==> src/rtl/ram_port_arbiter.sv <==
// ram_port_arbiter
// Shares one single-port RAM between the CPU load/store path (port C) and the
// debug/program-loader path (port D). Each access runs IDLE -> ISSUE -> (read)
// RDATA -> IDLE, matching the RAM's one-cycle registered read latency.
// Optional build macro: RAM_ARB_ROUND_ROBIN_EN
//   undefined : C has fixed priority; D is forced through after STARVE_LIMIT
//               consecutive C grants while D waits.
//   defined   : on a simultaneous request the port opposite the last grant wins.
module ram_port_arbiter #(
  parameter int unsigned ADDR_W       = 10,
  parameter int unsigned DATA_W       = 32,
  parameter int unsigned STARVE_LIMIT = 8
) (
  input  logic              clk,
  input  logic              reset,
  input  logic              cpu_req,
  input  logic              cpu_we,
  input  logic [ADDR_W-1:0] cpu_addr,
  input  logic [DATA_W-1:0] cpu_wdata,
  output logic              cpu_ack,
  output logic [DATA_W-1:0] cpu_rdata,
  output logic              cpu_stall,
  input  logic              dbg_req,
  input  logic              dbg_we,
  input  logic [ADDR_W-1:0] dbg_addr,
  input  logic [DATA_W-1:0] dbg_wdata,
  output logic              dbg_ack,
  output logic [DATA_W-1:0] dbg_rdata,
  output logic [ADDR_W-1:0] ram_address,
  output logic [DATA_W-1:0] ram_data,
  output logic              ram_rden,
  output logic              ram_wren,
  input  logic [DATA_W-1:0] ram_q,
  output logic              busy
);

  typedef enum logic [1:0] {
    IDLE  = 2'd0,
    ISSUE = 2'd1,
    RDATA = 2'd2
  } state_t;

  state_t            state;
  state_t            state_nxt;
  logic              req_any;
  logic              grant_d;
  logic              win_d;
  logic              we_q;
  logic [DATA_W-1:0] cpu_rdata_q;
  logic [DATA_W-1:0] dbg_rdata_q;

`ifdef RAM_ARB_ROUND_ROBIN_EN
  logic              last_grant_d;
`else
  localparam int unsigned STARVE_W = $clog2(STARVE_LIMIT + 1);
  logic [STARVE_W-1:0] starve_cnt;
`endif

  // Winner selection for the IDLE decision
  always_comb begin
    req_any = cpu_req | dbg_req;
`ifdef RAM_ARB_ROUND_ROBIN_EN
    if (cpu_req && dbg_req) begin
      grant_d = ~last_grant_d;
    end else begin
      grant_d = dbg_req;
    end
`else
    grant_d = dbg_req & (~cpu_req | (starve_cnt >= STARVE_W'(STARVE_LIMIT)));
`endif
  end

  // State register
  always_ff @(posedge clk or negedge reset) begin
    if (!reset) begin
      state <= IDLE;
    end else begin
      state <= state_nxt;
    end
  end

  // Next-state logic
  always_comb begin
    state_nxt = state;
    unique case (state)
      IDLE:    if (req_any) state_nxt = ISSUE;
      ISSUE:   state_nxt = we_q ? IDLE : RDATA;
      RDATA:   state_nxt = IDLE;
      default: state_nxt = IDLE;
    endcase
  end

  // Capture the winning request and the returned read data
  always_ff @(posedge clk or negedge reset) begin
    if (!reset) begin
      ram_address <= '0;
      ram_data    <= '0;
      we_q        <= 1'b0;
      win_d       <= 1'b0;
      cpu_rdata_q <= '0;
      dbg_rdata_q <= '0;
    end else begin
      if (state == IDLE && req_any) begin
        ram_address <= grant_d ? dbg_addr  : cpu_addr;
        ram_data    <= grant_d ? dbg_wdata : cpu_wdata;
        we_q        <= grant_d ? dbg_we    : cpu_we;
        win_d       <= grant_d;
      end
      if (state == RDATA) begin
        if (win_d) begin
          dbg_rdata_q <= ram_q;
        end else begin
          cpu_rdata_q <= ram_q;
        end
      end
    end
  end

`ifdef RAM_ARB_ROUND_ROBIN_EN
  // Remember which port was granted last
  always_ff @(posedge clk or negedge reset) begin
    if (!reset) begin
      last_grant_d <= 1'b1;
    end else if (state == IDLE && req_any) begin
      last_grant_d <= grant_d;
    end
  end
`else
  // Count C grants taken while D is waiting; only updated at IDLE decisions
  always_ff @(posedge clk or negedge reset) begin
    if (!reset) begin
      starve_cnt <= '0;
    end else if (state == IDLE) begin
      if (!dbg_req || grant_d) begin
        starve_cnt <= '0;
      end else begin
        starve_cnt <= starve_cnt + STARVE_W'(1);
      end
    end
  end
`endif

  // Outputs; read data is forwarded straight from ram_q in the ack cycle so
  // it is valid together with the ack, then held by the capture register
  always_comb begin
    ram_wren  = (state == ISSUE) &  we_q;
    ram_rden  = (state == ISSUE) & ~we_q;
    cpu_ack   = ~win_d & (((state == ISSUE) & we_q) | (state == RDATA));
    dbg_ack   =  win_d & (((state == ISSUE) & we_q) | (state == RDATA));
    busy      = (state != IDLE);
    cpu_stall = cpu_req & ~cpu_ack;
    cpu_rdata = (state == RDATA && !win_d) ? ram_q : cpu_rdata_q;
    dbg_rdata = (state == RDATA &&  win_d) ? ram_q : dbg_rdata_q;
  end

endmodule
==> config.mk <==
export PLATFORM = sky130hd
export DESIGN_NAME = ram_port_arbiter
export DESIGN_NICKNAME = d
export VERILOG_FILES = /design/src/rtl/ram_port_arbiter.sv
export SDC_FILE = /design/constraint.sdc
export NUM_CORES = 1
export LEC_CHECK = 0
export CORE_ASPECT_RATIO = 1.75
export CORE_UTILIZATION = 41
export DETAILED_ROUTE_END_ITERATION = 10
export GPL_TIMING_DRIVEN = 0
export HOLD_SLACK_MARGIN = 0.06
export PLACE_DENSITY_LB_ADDON = 0.15
export SKIP_CTS_REPAIR_TIMING = 1
export SYNTH_ARGS = -nofsm -noshare
export SYNTH_HDL_FRONTEND = slang
export SYNTH_SLANG_ARGS = --single-unit
==> constraint.sdc <==
create_clock -name clk -period 1.6 [get_ports clk]
set_input_delay 0.24 -clock clk [delete_from_list [all_inputs] [get_ports clk]]
set_output_delay 0.24 -clock clk [all_outputs]
set_load 0.01 [all_outputs]
Yosys cells after proc, flatten, opt, wreduce, memory -nomap -nowiden
Index checks and enable logic that the tools add are counted.
- bitwise operators: 13
- mux-type cells: 9
- equality and inequality tests: 3
- add/subtract/negate cells: 1
- reduce and logical (&&, ||, !) cells: 10
- order comparisons: 1
- operator list (kind ; number):
    $mux 32 ; 3
    $mux 10 ; 1
    $and 1x1->1 ; 6
    $add 4x1->4 const B ; 1
    $ge 4x4->1 const B ; 1
    $mux 2 ; 2
    $mux 4 ; 1
    $not 1->1 ; 4
    $pmux 2 s2 ; 1
    $reduce_and 2->1 ; 2
    $logic_and 1x1->1 ; 3
    $or 1x1->1 ; 3
    $eq 2x1->1 const B ; 1
    $eq 2x2->1 const B ; 1
    $logic_not 1->1 ; 2
    $logic_not 2->1 ; 1
    $ne 2x2->1 const B ; 1
    $reduce_bool 2->1 ; 1
    $logic_or 1x1->1 ; 1
    $mux 1 ; 1
- logic and storage cells: 45
- output and inout bits: 112
- bits of input ports: 122
- register bits after elaboration: 114

Longest topological paths before layout
Gate-level depths: netlist (run 1).
- depth after elaboration: 6
- mapped depth: 6
- depth with buffers taken out: 4

Worst setup path before layout (run 1)
Ideal clock, no wire load.
- kind: register to output
- start: reg state[0]
- end: out cpu_rdata[19]
- stages on the path, launching flop included: 5
- arrival time: 1.318 ns
- data required time: 1.360 ns
- buffers on the path: 1
- setup slack: 0.042 ns
- cells stage by stage: dfrtp_1 nand2b_1 nor2_2 buf_4 mux2_1
- cells in the longest elaborated chain, start to end: 3
- RTL lines (item ; line ; text):
    start, declared ; 43 ; state_t state;
    start signal, assigned ; 78 ; state <= state_nxt;
    $eq 2x2->1 ; 152 ; cpu_rdata = (state == RDATA && !win_d) ? ram_q : cpu_rdata_q;
    $logic_and 1x1->1 ; 152 ;
    $mux 32 ; 152 ;
    end, declared ; 21 ; output logic [DATA_W-1:0] cpu_rdata,
Every way passes these cells.

Final worst setup path (run 1)
- start: reg state[0]
- end: out cpu_rdata[28]
Same word-level chain as after synthesis.

==> results of run 1 <==
## worst max-delay path, cell delays in order (launching register included)
cell                        delay, ps
sky130_fd_sc_hd__dfrtp_1          400
sky130_fd_sc_hd__nand2b_4         170
sky130_fd_sc_hd__nor2_4           130
sky130_fd_sc_hd__buf_12           160
sky130_fd_sc_hd__clkbuf_16        150
sky130_fd_sc_hd__buf_4            110
sky130_fd_sc_hd__mux2_4           310
sky130_fd_sc_hd__buf_6            130
## per-layer routing
| layer | up-vias | global-route usage [%] | part of all wire, % |
|---|---|---|---|
| met5 | - | 0 | 0 |
| met4 | 0 | 10.76 | 3.1 |
| met3 | 34 | 6.067 | 5.5 |
| met2 | 193 | 45.52 | 55 |
| met1 | 2256 | 25.33 | 36 |
| li1 | 2043 | - | - |
## cell type report
cell class | count | share of cell area [%]
buffer | 38 | 3.072
clock buffer | 19 | 5.010
clock inverter | 13 | 2.020
inverter | 5 | 0.2353
multi-input combinational | 224 | 24.76
sequential | 114 | 31.58
tap | 135 | 1.868
timing repair buffer | 269 | 31.46
## cell families after synthesis
kind of cell    after synthesis
compound gates              138
mux                          64
fa+ha+maj                     2
buf+inv                      43
flops                       114
simple gates                 20
## worst min path at each step
| stage | to | slack, ps | cells past startpoint |
|---|---|---|---|
| after floorplan | cpu_rdata_q[0] | -60 | 0 |
| after global placement | cpu_rdata_q[1] | 470 | 1 |
| after detailed placement | cpu_rdata_q[19] | 310 | 1 |
| after CTS | cpu_rdata_q[19] | -130 | 1 |
| after global routing | ram_data[31] | 400 | 3 |
| final | we_q | 400 | 3 |
## state kept, by name, summed over array words and instances, names as in the netlist
| register | flops |
|---|---|
| state | 2 |
| ram_data | 32 |
| ram_address | 10 |
| we_q | 1 |
| dbg_rdata_q | 32 |
| cpu_rdata_q | 32 |
| win_d | 1 |
| starve_cnt | 4 |
## where the power goes
group / total (µW) / internal [µW] / switching, µW / leakage (µW)
sequential: 5030 / 4330 / 698 / 0.00133
clock: 4090 / 2690 / 1400 / 0.000301
combinational: 9770 / 5900 / 3870 / 0.00237
## layout by cell type (no fill, tap or decap), types with 5 or more instances in the layout
master                              n
sky130_fd_sc_hd__a2bb2oi_1         43
sky130_fd_sc_hd__a311oi_1          28
sky130_fd_sc_hd__a311oi_2          15
sky130_fd_sc_hd__buf_12             5
sky130_fd_sc_hd__buf_2             10
sky130_fd_sc_hd__buf_4             21
sky130_fd_sc_hd__buf_6             71
sky130_fd_sc_hd__clkbuf_1           7
sky130_fd_sc_hd__clkbuf_16         23
sky130_fd_sc_hd__clkbuf_2          14
sky130_fd_sc_hd__clkdlybuf4s50_1  160
sky130_fd_sc_hd__dfrtp_1          112
sky130_fd_sc_hd__mux2_4            60
sky130_fd_sc_hd__o21ai_0           46
## stage by stage
stage	area [µm²]	worst slack, ps	instances
2_1_floorplan	4941	42.41	381
3_3_place_gp	7442	-4031	749
3_5_place_dp	7467	-613.6	750
4_1_cts	8103	-1044	782
5_1_grt	9041	-680.2	817
6_report	9041	-595.1	817
==> results by group, run 1 <==
Floorplanning
  – Cell Rows: 52
  – Starting density of the core: 42.43%
  – Area of the core region: 11,650 µm²
  – Die W: 84.99 µm
  – Overall die area: 12,510 µm²
  – Floorplan die height: 147.2 µm
  – IO Count: 234

Global route
  – Number of global-route vias before repair: 4,787
  – First-pass GRT wire length: 23,810 µm
  – Total congestion overflow: 0
  – Initial antenna violation count: 0
  – Largest net degree at the start of global routing: 70
  – Total Routing Usage GR: 24.43%

Timing
  – Fin crit period: 2195 ps
  – Total negative slack: -31,620 ps
  – Worst slew margin relative to its limit: 57.61%
  – RSZ-0062 raised after global routing: true
  – Max-slew violation total from the final report: 0
  – Fraction of the cycle the final worst path needs: 137.2%
  – Worst slew pin tran: 635.9 ps
  – Final hold viol count: 0
  – Worst setup margin: -595.1 ps
  – Hold_ws: 396.5 ps
  – Final setup vio count: 70
  – Maximum clock skew at final layout: 7.653 ps
  – Highest clock frequency the design can meet: 455.6 MHz

Routing
  – Detailed-route DRC error count: 0
  – WL per Instance: 20.93 µm
  – Final WL: 17,100 µm
  – Vias: 4,526
  – First-pass iteration count of the detailed router: 4
  – Initial DRC Count: 150
  – Number of nets still failing antenna checks after routing: 0
  – Ratio of routed vias to standard cells: 5.540

Clock network
  – Root Buffer Master: sky130_fd_sc_hd__clkbuf_16
  – Clock input transition at the sequential cells of the worst setup and hold paths: 60 ps
  – Maximum root-to-sink buffer count: 2
  – Number of H-tree branching levels: 4
  – CTS tree: yes
  – Total number of clock tree sinks: 114
  – Latest clock arrival within the worst-skew pair: 410 ps
  – Num CTS Buffers: 17

Yosys
  – Post-synthesis cell type with the largest combined area: sky130_fd_sc_hd__dfrtp_1
  – Compound-cell area share of the yosys netlist: 20.61%
  – Top cells by area in the synthesized netlist: sky130_fd_sc_hd__dfrtp_1 58%, sky130_fd_sc_hd__mux2_2 14%, sky130_fd_sc_hd__a2bb2oi_1 7.6%, sky130_fd_sc_hd__a311oi_1 7.6%, sky130_fd_sc_hd__o21ai_0 4.7%
  – Portion of the post-synthesis area used by sequential elements: 57.74%
  – Unique masters post-synth: 28
  – Mapped Nets: 505
  – Warnings from Yosys: 0
  – Top cell types by occurrence after synthesis: 114 x sky130_fd_sc_hd__dfrtp_1, 62 x sky130_fd_sc_hd__mux2_2, 46 x sky130_fd_sc_hd__o21ai_0
  – Primary FF master, synth: sky130_fd_sc_hd__dfrtp_1
  – Dominant combinational cell family by area after synthesis: compound AO/OA/AOI/OAI gates
  – Share of Yosys cell area claimed by the top area cell type: 57.74%
  – Fraction of registers with async set/reset: 100.0%
  – Post-Synthesis Mean Instance Area: 12.97 µm²
  – #FFs+latches synth: 114
  – Number of enable flip-flop cells after synthesis: 0
  – Post-synthesis simple-gate area fraction: 2.684%
  – Gate count of the mapped netlist: 381
  – Xor/xnor share of the synthesized area: 0%
  – Most common cell in the synthesized netlist: sky130_fd_sc_hd__dfrtp_1
  – Cell area after synthesis: 4941 µm²
  – Proportion of synthesized area in mux cells: 14.59%
  – Area share of fa/ha/maj cells after synthesis: 0.5065%

Cells and area
  – Multi-input logic area: 2238 µm²
  – Total number of nets in the final design: 793
  – Fraction of final layout cells with drive strength greater than 1: 37.24%
  – Synth-to-Final Area Change: 82.98%
  – Final antenna diode count: 0
  – Number of fillers in the final layout: 727
  – FF/Latch Area: 2855 µm²
  – Utilization after layout: 77.63%

Flow run
  – Max_cap viols: 0

Critical path
  – Endpoint required time on the critical path: 1360 ps
  – Endpoint of the worst setup timing path: cpu_rdata[28]
  – Critical register-to-register path startpoint: state[0]
  – FF-to-FF End: cpu_rdata_q[28]
  – Critical path data arrival time: 1960 ps
  – Kind of launch point of the worst setup path: flip-flop
  – Critical path peak fanout: 8
  – Launching element of the worst setup path: state[0]
  – Reg2reg path depth: 7
  – Worst reg-to-reg setup slack: -60 ps
  – Worst setup EP type: output port
  – Startpoint-to-endpoint class of the critical path: reg -> out

Power
  – Peak ir drop on the vdd network: 1313 µV
  – Leakage: 0.003998 µW
  – PD cells: 2088 nW/µm²
  – Overall power after layout: 18,880 µW

Min path
  – Min-Delay Startpoint: cpu_we
  – Min-Delay Path Class: in -> reg

Placement
  – HPWL reported at the end of detailed placement: 10,990 µm
  – Final estimated routing congestion in global placement: 0.8234
  – Port Buffer Count: 233

Outcome
  – Violated checks: setup timing
  – Result of the run: complete, but fails checks
(Power assumes the default switching activity.)
==> run 2: changes to the inputs <==
--- a/config.mk
+++ b/config.mk
@@ -12,6 +12,7 @@
 export HOLD_SLACK_MARGIN = 0.06
 export PLACE_DENSITY_LB_ADDON = 0.15
 export SKIP_CTS_REPAIR_TIMING = 1
+export SKIP_LAST_GASP = 1
 export SYNTH_ARGS = -nofsm -noshare
 export SYNTH_HDL_FRONTEND = slang
 export SYNTH_SLANG_ARGS = --single-unit
==> results by group, run 2 (synthesis results as in run 1) <==
Outcome
  – Result of the run: complete, but fails checks (unchanged)
  – Violated checks: setup timing (unchanged)

Power
  – Leakage: 0.004002 µW (was 0.003998 µW)
  – Overall power after layout: 18,850 µW (was 18,880 µW)
  – Peak ir drop on the vdd network: 1292 µV (was 1313 µV)
  – PD cells: 2087 nW/µm² (was 2088 nW/µm²)

Placement
  – HPWL reported at the end of detailed placement: 10,990 µm (unchanged)
  – Port Buffer Count: 233 (unchanged)
  – Final estimated routing congestion in global placement: 0.8234 (unchanged)
  – Placed inst area: 7467 µm² (unchanged)

Timing
  – Fin crit period: 2189 ps (was 2195 ps)
  – Worst slew margin relative to its limit: 57.61% (about the same)
  – Max-slew violation total from the final report: 0 (unchanged)
  – Total negative slack: -32,000 ps (was -31,620 ps)
  – Worst setup margin: -589.3 ps (was -595.1 ps)
  – Fraction of the cycle the final worst path needs: 136.8% (was 137.2%)
  – Highest clock frequency the design can meet: 456.8 MHz (was 455.6 MHz)
  – RSZ-0062 raised after global routing: true (unchanged)
  – Final hold viol count: 0 (unchanged)
  – Worst slew pin tran: 635.8 ps (was 635.9 ps)
  – Final setup vio count: 70 (unchanged)
  – Maximum clock skew at final layout: 13.47 ps (was 7.653 ps)

Critical path
  – Worst setup EP type: output port (unchanged)
  – Cell Chain, Critical Path: nand2b_4 > nor2_4 > buf_12 > clkbuf_16 > buf_4 > mux2_4 > buf_6 (unchanged)
  – Endpoint required time on the critical path: 1360 ps (about the same)
  – Worst-path cell with the longest stage delay: sky130_fd_sc_hd__dfrtp_1 (unchanged)
  – Kind of launch point of the worst setup path: flip-flop (unchanged)
  – Critical path data arrival time: 1950 ps (was 1960 ps)
  – Startpoint-to-endpoint class of the critical path: reg -> out (unchanged)
  – Critical path peak fanout: 8 (unchanged)
  – Slowest cell delay on critical path: 400 ps (about the same)

Clock network
  – Number of H-tree branching levels: 4 (unchanged)
  – Latest clock arrival within the worst-skew pair: 410 ps (about the same)
  – Maximum root-to-sink buffer count: 2 (unchanged)
  – Clock input transition at the sequential cells of the worst setup and hold paths: 60 ps (about the same)
  – CTS tree: yes (unchanged)
  – Total number of clock tree sinks: 114 (unchanged)
  – Root Buffer Master: sky130_fd_sc_hd__clkbuf_16 (unchanged)
  – Num CTS Buffers: 17 (unchanged)

Floorplanning
  – Overall die area: 12,510 µm² (unchanged)
  – Die W: 84.99 µm (unchanged)
  – Starting density of the core: 42.43% (unchanged)
  – Cell Rows: 52 (unchanged)
  – IO Count: 234 (unchanged)
  – Floorplan die height: 147.2 µm (unchanged)
  – Area of the core region: 11,650 µm² (unchanged)

Global route
  – First-pass GRT wire length: 23,810 µm (unchanged)
  – Met2 routing resource usage after global routing: 45.52% (unchanged)
  – Total Routing Usage GR: 24.43% (unchanged)
  – Number of global-route vias before repair: 4,787 (unchanged)
  – Global routing usage on met1: 25.33% (unchanged)
  – Busiest layer in global routing: met2 (unchanged)
  – Total congestion overflow: 0 (unchanged)
  – GR met3 Demand/Resource: 6.067% (unchanged)
  – Largest net degree at the start of global routing: 70 (unchanged)
  – Initial antenna violation count: 0 (unchanged)

Routing
  – Number of nets still failing antenna checks after routing: 0 (unchanged)
  – Detailed-route DRC error count: 0 (unchanged)
  – First-pass iteration count of the detailed router: 4 (unchanged)
  – Ratio of routed vias to standard cells: 5.513 (was 5.540)
  – Final WL: 17,210 µm (was 17,100 µm)
  – WL per Instance: 21.06 µm (was 20.93 µm)
  – Vias: 4,504 (was 4,526)
  – Initial DRC Count: 189 (was 150)

Cells and area
  – Multi-input logic area: 2232 µm² (was 2238 µm²)
  – Synth-to-Final Area Change: 82.81% (was 82.98%)
  – Most frequent cells in the layout: 160 x sky130_fd_sc_hd__clkdlybuf4s50_1, 112 x sky130_fd_sc_hd__dfrtp_1, 69 x sky130_fd_sc_hd__buf_6, 60 x sky130_fd_sc_hd__mux2_4, 46 x sky130_fd_sc_hd__o21ai_0 (was 160 x sky130_fd_sc_hd__clkdlybuf4s50_1, 112 x sky130_fd_sc_hd__dfrtp_1, 71 x sky130_fd_sc_hd__buf_6, 60 x sky130_fd_sc_hd__mux2_4, 46 x sky130_fd_sc_hd__o21ai_0)
  – FF/Latch Area: 2855 µm² (unchanged)
  – Total number of nets in the final design: 793 (unchanged)
  – Number of fillers in the final layout: 730 (was 727)
  – Final antenna diode count: 0 (unchanged)
  – Largest registers: cpu_rdata_q x32, dbg_rdata_q x32, ram_data x32 (unchanged)
  – Utilization after layout: 77.56% (was 77.63%)
  – Leading cell type in the layout, fill and taps excluded: sky130_fd_sc_hd__clkdlybuf4s50_1 (unchanged)
  – Design area: 9032 µm² (was 9041 µm²)
  – Fraction of final layout cells with drive strength greater than 1: 36.95% (was 37.24%)

Flow run
  – Max_cap viols: 0 (unchanged)

Min path
  – Min-Delay Path Class: in -> reg (unchanged)
## run 2: changes by cell type in the layout (fill, tap and decap cells not counted)
cell / previous run / this run
sky130_fd_sc_hd__buf_2: 10 / 8
sky130_fd_sc_hd__buf_6: 71 / 69
sky130_fd_sc_hd__a311oi_1: 28 / 29
sky130_fd_sc_hd__a311oi_2: 15 / 14
sky130_fd_sc_hd__buf_4: 21 / 22
sky130_fd_sc_hd__clkbuf_2: 14 / 15
sky130_fd_sc_hd__clkbuf_4: 2 / 3
sky130_fd_sc_hd__dlymetal6s2s_1: 4 / 5
sky130_fd_sc_hd__inv_2: 1 / 2
sky130_fd_sc_hd__inv_4: 1 / 0
## run 2: final cells by class
cell class / count / area share (%)
Clock inverter: 13 / 2.022
Inverter: 5 / 0.2078
Sequential cell: 114 / 31.61
Tap cell: 135 / 1.870
Multi-Input combinational cell: 224 / 24.71
Buffer: 38 / 3.034
Clock buffer: 19 / 5.015
Timing Repair Buffer: 269 / 31.53
## run 2: critical path: cells and delay by family, from the launching register on
family | cells | cell delay [ps]
buffers and inverters | 4 | 540
flip-flops | 1 | 400
multiplexers | 1 | 300
AND/OR/NAND/NOR | 2 | 300
## run 2: metrics by stage
step	setup slack [ps]	instances	hold slack (ps)
floorplan	42.41	381	-55.59
global placement	-4031	749	465.8
detailed placement	-613.6	750	306.4
CTS	-1044	782	-129.6
global route	-659.2	817	398.3
finish	-589.3	817	394.4
## run 2: report_power, final
part | switching, µW | internal (µW) | total [µW]
Clock | 1380 | 2690 | 4060
Combinational | 3870 | 5890 | 9770
Sequential | 700 | 4330 | 5030
## run 2: final timing paths
kind | start | end | slack, ps | cells past startpoint
worst max register to register | state[0] | cpu_rdata_q[28] | -50 | 7
worst min register to register | cpu_rdata_q[30] | cpu_rdata_q[30] | 500 | 1
max in group asynchronous | reset | win_d | 390 | 3
min in group asynchronous | reset | dbg_rdata_q[19] | 420 | 2
worst min-delay path | cpu_we | we_q | 390 | 3
worst max-delay path | state[0] | cpu_rdata[28] | -590 | 7
## run 2: layer usage
metal	wire length, µm	part of all wire [%]	vias to the layer above
li1	-	-	2039
met1	6330	37	2256
met2	9596	56	180
met3	868	5.0	29
met4	413	2.4	0
met5	0	0	-
==> run 3: changes to the inputs <==
--- a/config.mk
+++ b/config.mk
@@ -5,12 +5,14 @@
 export SDC_FILE = /design/constraint.sdc
 export NUM_CORES = 1
 export LEC_CHECK = 0
+export CELL_PAD_IN_SITES_DETAIL_PLACEMENT = 1
+export CELL_PAD_IN_SITES_GLOBAL_PLACEMENT = 1
 export CORE_ASPECT_RATIO = 1.75
-export CORE_UTILIZATION = 41
+export CORE_UTILIZATION = 31
 export DETAILED_ROUTE_END_ITERATION = 10
 export GPL_TIMING_DRIVEN = 0
 export HOLD_SLACK_MARGIN = 0.06
-export PLACE_DENSITY_LB_ADDON = 0.15
+export PLACE_DENSITY = 0.78
 export SKIP_CTS_REPAIR_TIMING = 1
 export SKIP_LAST_GASP = 1
 export SYNTH_ARGS = -nofsm -noshare
==> results by group, run 3 (synthesis results as in run 1) <==
Timing
  – Fin crit period: 2132 ps (was 2189 ps)
  – Hold_ws: 240.2 ps (was 394.4 ps)
  – RSZ-0062 raised after global routing: true (unchanged)
  – Fraction of the cycle the final worst path needs: 133.3% (was 136.8%)
  – Final hold viol count: 0 (unchanged)
  – Highest clock frequency the design can meet: 469.0 MHz (was 456.8 MHz)
  – Max-slew violation total from the final report: 0 (unchanged)
  – Worst slew pin tran: 686.1 ps (was 635.8 ps)
  – Total negative slack: -31,880 ps (was -32,000 ps)
  – Worst slew margin relative to its limit: 54.26% (was 57.61%)
  – Maximum clock skew at final layout: 6.235 ps (was 13.47 ps)
  – Final setup vio count: 81 (was 70)
  – Worst setup margin: -532.3 ps (was -589.3 ps)

Clock network
  – Total number of clock tree sinks: 114 (unchanged)
  – Clock input transition at the sequential cells of the worst setup and hold paths: 60 ps (about the same)
  – Maximum root-to-sink buffer count: 2 (unchanged)
  – Root Buffer Master: sky130_fd_sc_hd__clkbuf_16 (unchanged)
  – Latest clock arrival within the worst-skew pair: 410 ps (about the same)
  – CTS tree: yes (unchanged)
  – Num CTS Buffers: 17 (unchanged)
  – Number of H-tree branching levels: 4 (unchanged)

Global route
  – Initial antenna violation count: 0 (unchanged)
  – Total Routing Usage GR: 20.87% (was 24.43%)
  – Number of global-route vias before repair: 4,821 (was 4,787)
  – Total congestion overflow: 0 (unchanged)
  – First-pass GRT wire length: 26,880 µm (was 23,810 µm)
  – Largest net degree at the start of global routing: 98 (was 70)

Critical path
  – Critical path data arrival time: 1890 ps (was 1950 ps)
  – Kind of launch point of the worst setup path: flip-flop (unchanged)
  – Endpoint required time on the critical path: 1360 ps (about the same)
  – Critical path peak fanout: 10 (was 8)
  – Worst setup EP type: output port (unchanged)
  – Startpoint-to-endpoint class of the critical path: reg -> out (unchanged)

Power
  – Switching share of power: 33.45% (was 31.56%)
  – Part of the power in registers: 26.9% (was 26.7%)
  – Leakage: 0.004098 µW (was 0.004002 µW)
  – Switching power: 6316 µW (was 5950 µW)
  – PD cells: 2071 nW/µm² (was 2087 nW/µm²)
  – Overall power after layout: 18,890 µW (was 18,850 µW)
  – Clock Power Share: 19.5% (was 21.5%)
  – Cell-internal power: 12,570 µW (was 12,900 µW)
  – Combinational share of power: 53.6% (was 51.8%)
  – Peak ir drop on the vdd network: 677.7 µV (was 1292 µV)

Routing
  – Final WL: 20,140 µm (was 17,210 µm)
  – Detailed-route DRC error count: 0 (unchanged)
  – Number of nets still failing antenna checks after routing: 0 (unchanged)
  – Met3 Routed Length: 1048 µm (was 868 µm)
  – WL per Instance: 23.18 µm (was 21.06 µm)
  – Post-Route M1 WL: 7489 µm (was 6330 µm)
  – Vias: 4,616 (was 4,504)
  – DR top layer: met4 (unchanged)
  – Initial DRC Count: 157 (was 189)
  – Ratio of routed vias to standard cells: 5.312 (was 5.513)
  – First-pass iteration count of the detailed router: 4 (unchanged)
  – Routed wl met2: 11,040 µm (was 9596 µm)

Cells and area
  – Leading cell type in the layout, fill and taps excluded: sky130_fd_sc_hd__clkdlybuf4s50_1 (unchanged)
  – Fraction of final layout cells with drive strength greater than 1: 36.75% (was 36.95%)
  – Synth-to-Final Area Change: 84.53% (was 82.81%)
  – Largest registers: cpu_rdata_q x32, dbg_rdata_q x32, ram_data x32 (unchanged)
  – Multi-input logic area: 2298 µm² (was 2232 µm²)
  – Design area: 9117 µm² (was 9032 µm²)
  – Final antenna diode count: 0 (unchanged)
  – Number of fillers in the final layout: 1,534 (was 730)
  – FF/Latch Area: 2855 µm² (unchanged)
  – Total number of nets in the final design: 795 (was 793)
  – Most frequent cells in the layout: 149 x sky130_fd_sc_hd__clkdlybuf4s50_1, 112 x sky130_fd_sc_hd__dfrtp_1, 46 x sky130_fd_sc_hd__o21ai_0, 45 x sky130_fd_sc_hd__buf_6, 39 x sky130_fd_sc_hd__dlymetal6s2s_1 (was 160 x sky130_fd_sc_hd__clkdlybuf4s50_1, 112 x sky130_fd_sc_hd__dfrtp_1, 69 x sky130_fd_sc_hd__buf_6, 60 x sky130_fd_sc_hd__mux2_4, 46 x sky130_fd_sc_hd__o21ai_0)

Flow run
  – Max_cap viols: 0 (unchanged)

Floorplanning
  – Die W: 97.44 µm (was 84.99 µm)
  – Cell Rows: 60 (was 52)
  – Floorplan die height: 169.0 µm (was 147.2 µm)
  – Starting density of the core: 31.95% (was 42.43%)
  – Area of the core region: 15,460 µm² (was 11,650 µm²)
  – Overall die area: 16,470 µm² (was 12,510 µm²)
  – IO Count: 234 (unchanged)

Placement
  – Placed inst area: 7535 µm² (was 7467 µm²)
  – Worst setup slack before clock tree synthesis: -669.2 ps (was -613.6 ps)
  – Final estimated routing congestion in global placement: 0.8009 (was 0.8234)
  – HPWL reported at the end of detailed placement: 12,710 µm (was 10,990 µm)
  – Port Buffer Count: 233 (unchanged)

Outcome
  – Result of the run: complete, but fails checks (unchanged)
  – Violated checks: setup timing (unchanged)

Min path
  – Min-Delay Path Class: in -> async (was in -> reg)
==> run 3: cell count changes in the layout (fill, tap and decap cells not counted), moves of 4 or more <==
cell	previous run	this run
sky130_fd_sc_hd__a311oi_1	29	25
sky130_fd_sc_hd__dlymetal6s2s_1	5	39
sky130_fd_sc_hd__mux2_2	4	26
sky130_fd_sc_hd__clkdlybuf4s50_1	160	149
sky130_fd_sc_hd__a2bb2oi_1	43	28
sky130_fd_sc_hd__a2bb2oi_2	0	15
sky130_fd_sc_hd__buf_6	69	45
sky130_fd_sc_hd__buf_4	22	29
sky130_fd_sc_hd__mux2_4	60	38
sky130_fd_sc_hd__buf_2	8	13
==> run 3: final timing paths <==
check                               start         endpoint  slack (ps)  cells past startpoint
max                              state[1]    dbg_rdata[18]        -530                      5
min                                 reset  dbg_rdata_q[26]         240                      2
max reg2reg                      state[1]     ram_data[24]         -50                      7
min reg2reg                dbg_rdata_q[9]   dbg_rdata_q[9]         500                      1
max in group asynchronous           reset     ram_data[10]         590                      3
min in group clk              cpu_addr[9]   ram_address[9]         400                      3
==> run 3: area by class of cell <==
| type | count | area share, % |
|---|---|---|
| Tap cell | 186 | 2.552 |
| Clock inverter | 14 | 1.551 |
| Buffer | 38 | 3.472 |
| Multi-Input combinational cell | 224 | 25.21 |
| Sequential cell | 114 | 31.32 |
| Clock buffer | 17 | 4.666 |
| Inverter | 5 | 0.2333 |
| Timing Repair Buffer | 271 | 31.00 |
==> run 3: metal layers <==
metal  GRT usage (%)  up-vias
met5               0        -
met4           7.864        0
met3           5.285       39
met2           38.28      205
met1           22.90     2320
li1                -     2052
==> run 3: power groups by stage <==
stage / combinational [µW] / sequential, µW / clock, µW
5_1_grt: 10600 / 5200 / 3890
4_1_cts: 8090 / 4950 / 3750
2_1_floorplan: 3520 / 5050 / 0
3_5_place_dp: 8070 / 4950 / 0
3_3_place_gp: 7830 / 4890 / 0
6_report: 10100 / 5070 / 3690
==> run 3: per-stage QoR <==
stage / util (%) / instances
detailed placement: 48.72 / 801
global placement: 48.54 / 800
global route: 58.96 / 869
finish: 58.96 / 869
floorplan: - / 381
CTS: 52.39 / 832
==> run 3: worst max-delay path, stage by stage (launching register included) <==
cell,delay [ps]
sky130_fd_sc_hd__dfrtp_2,460
sky130_fd_sc_hd__nand3b_1,150
sky130_fd_sc_hd__buf_6,160
sky130_fd_sc_hd__buf_8,160
sky130_fd_sc_hd__mux2_2,380
sky130_fd_sc_hd__dlymetal6s2s_1,180
